[src/rtl/gyro_pkg.sv]
// Shared definitions for the gyro SPI link: register addresses, command
// byte layout and the responder state encoding.
package gyro_pkg;

    localparam logic [7:0] WHO_AM_I_VAL = 8'hD3;
    localparam logic [7:0] CTRL1_RST    = 8'h07;

    localparam logic [5:0] ADDR_WHO_AM_I = 6'h0F;
    localparam logic [5:0] ADDR_CTRL1    = 6'h20;
    localparam logic [5:0] ADDR_TEMP     = 6'h26;
    localparam logic [5:0] ADDR_OUT_X_L  = 6'h28;

    // Command byte: bit7 = read, bit6 = auto-increment, bits5:0 = address
    localparam int unsigned RW_BIT = 7;
    localparam int unsigned MS_BIT = 6;

    typedef enum logic [1:0] {
        StIdle,
        StCmd,
        StData
    } resp_state_e;

endpackage

[src/rtl/spi_sync_edge.sv]
// Two-flop synchronizer for an asynchronous pin, with single-cycle rise and
// fall pulses derived against a one-cycle-delayed copy of the synced level.
module spi_sync_edge #(
    parameter logic RstVal = 1'b0
) (
    input  logic clk,
    input  logic rst,
    input  logic din,
    output logic dout,
    output logic rise,
    output logic fall
);

    logic s1_q, s2_q, prev_q;

    // Synchronizer chain plus delayed copy for edge detection
    always_ff @(posedge clk) begin
        if (rst) begin
            s1_q   <= RstVal;
            s2_q   <= RstVal;
            prev_q <= RstVal;
        end else begin
            s1_q   <= din;
            s2_q   <= s1_q;
            prev_q <= s2_q;
        end
    end

    assign dout = s2_q;
    assign rise = s2_q & ~prev_q;
    assign fall = ~s2_q & prev_q;

endmodule

[src/rtl/gyro_spi_responder.sv]
// SPI mode-3 slave emulating the gyro PMOD: decodes command bytes, holds
// CTRL_REG1 and the sample registers, and serves reads over MISO.
module gyro_spi_responder
    import gyro_pkg::*;
(
    input  logic        clk,
    input  logic        rst,
    input  logic        sclk,
    input  logic        ss_n,
    input  logic        mosi,
    output logic        miso,
    output logic        miso_oe,
    input  logic [15:0] x_in,
    input  logic [15:0] y_in,
    input  logic [15:0] z_in,
    input  logic [7:0]  temp_in,
    input  logic        sample_valid,
    output logic [7:0]  ctrl_reg1,
    output logic        cfg_wr
);

    logic unused_sclk_lvl;
    logic sclk_rise, sclk_fall;
    logic ss_lvl, ss_rise, ss_fall;
    logic mosi_s1_q, mosi_s2_q;

    spi_sync_edge #(.RstVal(1'b1)) u_sclk_sync (
        .clk  (clk),
        .rst  (rst),
        .din  (sclk),
        .dout (unused_sclk_lvl),
        .rise (sclk_rise),
        .fall (sclk_fall)
    );

    spi_sync_edge #(.RstVal(1'b1)) u_ss_sync (
        .clk  (clk),
        .rst  (rst),
        .din  (ss_n),
        .dout (ss_lvl),
        .rise (ss_rise),
        .fall (ss_fall)
    );

    // mosi only needs a level; matching latency with sclk keeps sampling aligned
    always_ff @(posedge clk) begin
        if (rst) begin
            mosi_s1_q <= 1'b0;
            mosi_s2_q <= 1'b0;
        end else begin
            mosi_s1_q <= mosi;
            mosi_s2_q <= mosi_s1_q;
        end
    end

    resp_state_e state_q;
    logic [2:0]  bit_cnt_q;
    logic [6:0]  rx_q;
    logic [7:0]  tx_q;
    logic [5:0]  addr_q;
    logic        rw_q, ms_q;
    logic        miso_q, cfg_wr_q;
    logic [7:0]  ctrl_q;

    logic [15:0] x_q, y_q, z_q;
    logic [7:0]  temp_q;
    logic [15:0] pend_x_q, pend_y_q, pend_z_q;
    logic [7:0]  pend_temp_q;
    logic        pend_valid_q;
    logic        ss_rise_q;

    logic [7:0] rx_next;
    logic [5:0] cmd_addr;
    logic [5:0] addr_next;

    assign rx_next   = {rx_q, mosi_s2_q};
    assign cmd_addr  = rx_next[5:0];
    assign addr_next = ms_q ? addr_q + 6'd1 : addr_q;

    function automatic logic [7:0] reg_read(input logic [5:0] a);
        logic [7:0] v;
        v = 8'h00;
        case (a)
            ADDR_WHO_AM_I:        v = WHO_AM_I_VAL;
            ADDR_CTRL1:           v = ctrl_q;
            ADDR_TEMP:            v = temp_q;
            ADDR_OUT_X_L:         v = x_q[7:0];
            ADDR_OUT_X_L + 6'd1:  v = x_q[15:8];
            ADDR_OUT_X_L + 6'd2:  v = y_q[7:0];
            ADDR_OUT_X_L + 6'd3:  v = y_q[15:8];
            ADDR_OUT_X_L + 6'd4:  v = z_q[7:0];
            ADDR_OUT_X_L + 6'd5:  v = z_q[15:8];
            default:              v = 8'h00;
        endcase
        return v;
    endfunction

    // Transaction FSM: command decode, read shifting and CTRL_REG1 commits
    always_ff @(posedge clk) begin
        if (rst) begin
            state_q   <= StIdle;
            bit_cnt_q <= 3'd0;
            rx_q      <= 7'd0;
            tx_q      <= 8'd0;
            addr_q    <= 6'd0;
            rw_q      <= 1'b0;
            ms_q      <= 1'b0;
            miso_q    <= 1'b0;
            cfg_wr_q  <= 1'b0;
            ctrl_q    <= CTRL1_RST;
        end else begin
            cfg_wr_q <= 1'b0;
            if (ss_rise) begin
                // Any partial byte is dropped here
                state_q   <= StIdle;
                bit_cnt_q <= 3'd0;
                miso_q    <= 1'b0;
            end else if (ss_fall) begin
                state_q   <= StCmd;
                bit_cnt_q <= 3'd0;
                miso_q    <= 1'b0;
            end else begin
                unique case (state_q)
                    StIdle: ;
                    StCmd: begin
                        if (sclk_rise) begin
                            rx_q      <= rx_next[6:0];
                            bit_cnt_q <= bit_cnt_q + 3'd1;
                            if (bit_cnt_q == 3'd7) begin
                                rw_q    <= rx_next[RW_BIT];
                                ms_q    <= rx_next[MS_BIT];
                                state_q <= StData;
                                if (rx_next[RW_BIT]) begin
                                    tx_q   <= reg_read(cmd_addr);
                                    addr_q <= rx_next[MS_BIT] ? cmd_addr + 6'd1 : cmd_addr;
                                end else begin
                                    addr_q <= cmd_addr;
                                end
                            end
                        end
                    end
                    StData: begin
                        if (rw_q) begin
                            if (sclk_fall) begin
                                miso_q <= tx_q[7];
                                tx_q   <= {tx_q[6:0], 1'b0};
                            end else if (sclk_rise) begin
                                bit_cnt_q <= bit_cnt_q + 3'd1;
                                if (bit_cnt_q == 3'd7) begin
                                    tx_q   <= reg_read(addr_q);
                                    addr_q <= addr_next;
                                end
                            end
                        end else if (sclk_rise) begin
                            rx_q      <= rx_next[6:0];
                            bit_cnt_q <= bit_cnt_q + 3'd1;
                            if (bit_cnt_q == 3'd7) begin
                                // Only CTRL_REG1 is writable
                                if (addr_q == ADDR_CTRL1) begin
                                    ctrl_q   <= rx_next;
                                    cfg_wr_q <= 1'b1;
                                end
                                addr_q <= addr_next;
                            end
                        end
                    end
                    default: state_q <= StIdle;
                endcase
            end
        end
    end

    // Sample registers; samples arriving mid-transaction wait until ss_n rises
    always_ff @(posedge clk) begin
        if (rst) begin
            x_q          <= 16'd0;
            y_q          <= 16'd0;
            z_q          <= 16'd0;
            temp_q       <= 8'd0;
            pend_x_q     <= 16'd0;
            pend_y_q     <= 16'd0;
            pend_z_q     <= 16'd0;
            pend_temp_q  <= 8'd0;
            pend_valid_q <= 1'b0;
            ss_rise_q    <= 1'b0;
        end else begin
            ss_rise_q <= ss_rise;
            if (sample_valid && ss_lvl) begin
                // A fresh direct sample supersedes anything pending
                x_q          <= x_in;
                y_q          <= y_in;
                z_q          <= z_in;
                temp_q       <= temp_in;
                pend_valid_q <= 1'b0;
            end else if (sample_valid) begin
                pend_x_q     <= x_in;
                pend_y_q     <= y_in;
                pend_z_q     <= z_in;
                pend_temp_q  <= temp_in;
                pend_valid_q <= 1'b1;
            end else if (ss_rise_q && pend_valid_q) begin
                x_q          <= pend_x_q;
                y_q          <= pend_y_q;
                z_q          <= pend_z_q;
                temp_q       <= pend_temp_q;
                pend_valid_q <= 1'b0;
            end
        end
    end

    assign miso      = miso_q;
    assign miso_oe   = ~ss_lvl;
    assign ctrl_reg1 = ctrl_q;
    assign cfg_wr    = cfg_wr_q;

endmodule

[config.mk]
export PLATFORM = sky130hd
export DESIGN_NAME = gyro_spi_responder
export DESIGN_NICKNAME = d
export VERILOG_FILES = /design/src/rtl/gyro_pkg.sv /design/src/rtl/spi_sync_edge.sv /design/src/rtl/gyro_spi_responder.sv
export SDC_FILE = /design/constraint.sdc
export NUM_CORES = 1
export LEC_CHECK = 0
export ABC_AREA = 1
export BUFFER_PORTS_ARGS = -buffer_cell sky130_fd_sc_hd__buf_2
export CAP_MARGIN = 20
export CORE_ASPECT_RATIO = 1.1
export CORE_UTILIZATION = 41
export CTS_BUF_LIST = sky130_fd_sc_hd__clkbuf_2
export CTS_CLUSTER_DIAMETER = 80
export CTS_CLUSTER_SIZE = 24
export DETAILED_ROUTE_END_ITERATION = 6
export PLACE_DENSITY = 0.61
export SYNTH_ARGS = -nofsm -noshare
export SYNTH_HDL_FRONTEND = slang
export SYNTH_SLANG_ARGS = --single-unit
[constraint.sdc]
create_clock -name clk -period 2.1 [get_ports clk]
set_input_delay 0.21 -clock clk [delete_from_list [all_inputs] [get_ports clk]]
set_output_delay 0.21 -clock clk [all_outputs]
set_load 0.02 [all_outputs]
==> impl_metrics.tcl <==
set metrics [dict create \
    cts_root_buf "clkbuf_2" \
    drt-initial-drc-count 673 \
    ff_latch_area_um2 3200 \
    cts_tree "done" \
    start_util_pct 42.2 \
    synth_warnings 0 \
    clock_path_buffers 2 \
    crit_top_cell "nor2_1" \
    dp_cells 1469 \
    layout-drive-gt1-share_pct 12.8 \
    worst_ep_required_time_ns 2.80 \
    vdd_drop_max_mv 0.384 \
    ant_nets 0 \
    relSlewSlack_pct 55.7 \
    crit_path_max_incr_delay_ns 0.41 \
    gp_congestion 0.955 \
    synth_area_leader_cell "dfxtp_1" \
    drt_wl_total_um 24300 \
    htree_levels 4 \
    grt_pass1_wl_um 38900 \
    fill_cells 1906 \
    synth-edff-count 0 \
    overflow 0 \
    syn-num-nets 1261 \
    setup_violations 0 \
    fmax_ghz 0.510 \
    die_x_um 134 \
    hold_viol 0 \
    grt_max_degree 80 \
    outcome "complete, but fails checks" \
    critPathTopFamily "simple AND/OR/NAND/NOR gates" \
    worstPathBufferInverterCount 2 \
    ys_async_sr_fraction_pct 0 \
    timing.final.crit_share_pct 93.4 \
    track_usage_pct 25.3 \
    fin_ws_ns 0.140 \
    finalPower_mw 6.26 \
    hpwlAfterDp_um 16600 \
    core_um2 18500 \
    synth_cells 1182 \
    synth_flop_cell "dfxtp_1" \
    placed_cell_area_um2 8520 \
    synth.ff_latch_count 160 \
    critPathSlowestCell "dfxtp_1" \
    grt_antenna_before_repair 1 \
    viasPerCell 5.16 \
    dp_slack_ns 0.0833 \
    start_kind "register" \
    grt_pass1_vias 7419 \
    drc 2 \
    p_leak_nw 4.21 \
    clock-sinks 160 \
    io_pins 73 \
    drt_pass1_iterations 7 \
    synth.top_cell.area_share_pct 40.9 \
    fin_skew_ns 0.0479 \
    cp.arrival_ns 2.66 \
    crit_type "register to register" \
    min_period_ns 1.96 \
    worstMarginPinSlew_ns 0.665 \
    via_count 8107 \
    fin_nets 1392 \
    clk_latency_ns 0.74 \
    synthTopCellsByCount "nand2_1 (317), nor2_1 (214), dfxtp_1 (160), o21ai_0 (149), inv_1 (59)" \
    critPathCaptureType "register" \
    die-area_um2 19700 \
    worstPathCellList "inv_1 > ha_1 > nand3_4 > nor2_1 > inv_1 > nor2_1 > nor2_1 > nand2_1 > nor2_1 > nor2_1 > nor2_1 > nor2_1" \
    area_growth_pct 21.7 \
    syn_area_um2 7830 \
    power_density_nw_per_um2 657 \
    violations "design-rule violations" \
    rsz0062_at_grt "yes" \
    multiInputGateArea_um2 4160 \
    wire_per_inst_um 15.5 \
    ys_types 32 \
    cts_inserted_buffers 17 \
    hold_class "input pin to register" \
    drv_slew 0 \
    cap_violations 0 \
    clk_transition_reported_paths_ns 0.24 \
    synth_area_leaders "dfxtp_1 (41%), nand2_1 (15%), nor2_1 (10%)" \
    rows 52 \
    yosysMostFrequentCell "nand2_1" \
    worst-path-max-fanout 6 \
    io_buffer_count 72 \
    synth.yosys.seq_area_share_pct 40.9 \
    utilization_pct 51.4 \
    avgSynthCellArea_um2 6.63 \
    die_y_um 147 \
    stdcell_count 1570 \
    final_cell_area_um2 9530 \
]
==> cell type report <==
cell class / instances / area share [%]
clock buffer: 18 / 0.945
sequential: 160 / 33.6
timing repair buffer: 171 / 13.8
multi-input combinational: 898 / 43.7
antenna: 2 / 0.0525
clock inverter: 13 / 2.19
inverter: 65 / 2.59
tap: 243 / 3.19
==> path summary, 6_finish.rpt <==
kind	from	end	slack, ns	depth (start not counted)
min reg2reg	mosi_s1_q$_SDFF_PP0_	mosi_s2_q$_SDFF_PP0_	0.43	2
max reg2reg	addr_q[0]$_SDFFE_PP0P_	tx_q[7]$_SDFFE_PP0P_	0.14	12
max	addr_q[0]$_SDFFE_PP0P_	tx_q[7]$_SDFFE_PP0P_	0.14	12
min	y_in[9]	pend_y_q[9]$_SDFFE_PP0P_	0.23	4
==> report_power, final <==
group / switching [mW] / internal, mW / total (mW)
logic: 0.505 / 0.354 / 0.859
registers: 0.150 / 3.21 / 3.36
clock network: 1.13 / 0.911 / 2.04
==> logic make-up after synthesis <==
logic type      Yosys count  share of synthesized area [%]
compound gates          260                           17.9
xor+xnor                  4                          0.447
simple gates            617                           31.7
buf+inv                 124                           6.42
fa+ha+maj                17                           2.72
flops                   160                           40.9
==> timing repair <==
item                                    4_1_cts  5_1_grt
endpoints found under the setup margin        0       24
hold buffers                                 68        0
buffers inserted                              0        0
resized for setup                             0        9
endpoints found under the hold margin       138        0
==> registers in the layout, indices dropped and copies added, names as in the netlist, 2 cells and up <==
name         count
addr_q           6
bit_cnt_q        3
ctrl_reg1        8
pend_temp_q      8
pend_x_q        16
pend_y_q        16
pend_z_q        16
rx_q             7
state_q          2
temp_q           8
tx_q             8
x_q             16
y_q             16
z_q             16
==> stage by stage <==
step           setup TNS (ns)  hold WS, ns
2_1_floorplan               0        0.301
4_1_cts                     0        0.165
3_5_place_dp                0        0.397
6_report                    0        0.228
5_1_grt               -0.0610        0.136
3_3_place_gp                0        0.391
==> layer usage <==
layer	GRT usage [%]	routed length, µm
met1	33.8	11000
met2	41.3	11400
met3	4.00	1210
met4	8.52	602
met5	0	0
==> tightest hold or removal path, delay by kind of cell <==
| kind | cells | cell delay [ns] |
|---|---|---|
| simple gates | 2 | 0.12 |
| buf+inv | 2 | 0.61 |
==> cell usage in the layout (no fill, tap or decap), types with 6 or more instances in the layout <==
cell type      instances
inv_1                 57
nor2_2                11
a21oi_1               44
nor2_1               211
buf_4                 28
nand2_1              315
ha_1                  16
o211ai_1               6
dlygate4sd3_1         68
nand3_1               49
clkbuf_2              18
a31oi_1               57
nor3_1                12
buf_2                 72
o21ai_0              149
inv_2                  6
dfxtp_1              159
(Power assumes the default switching activity.)
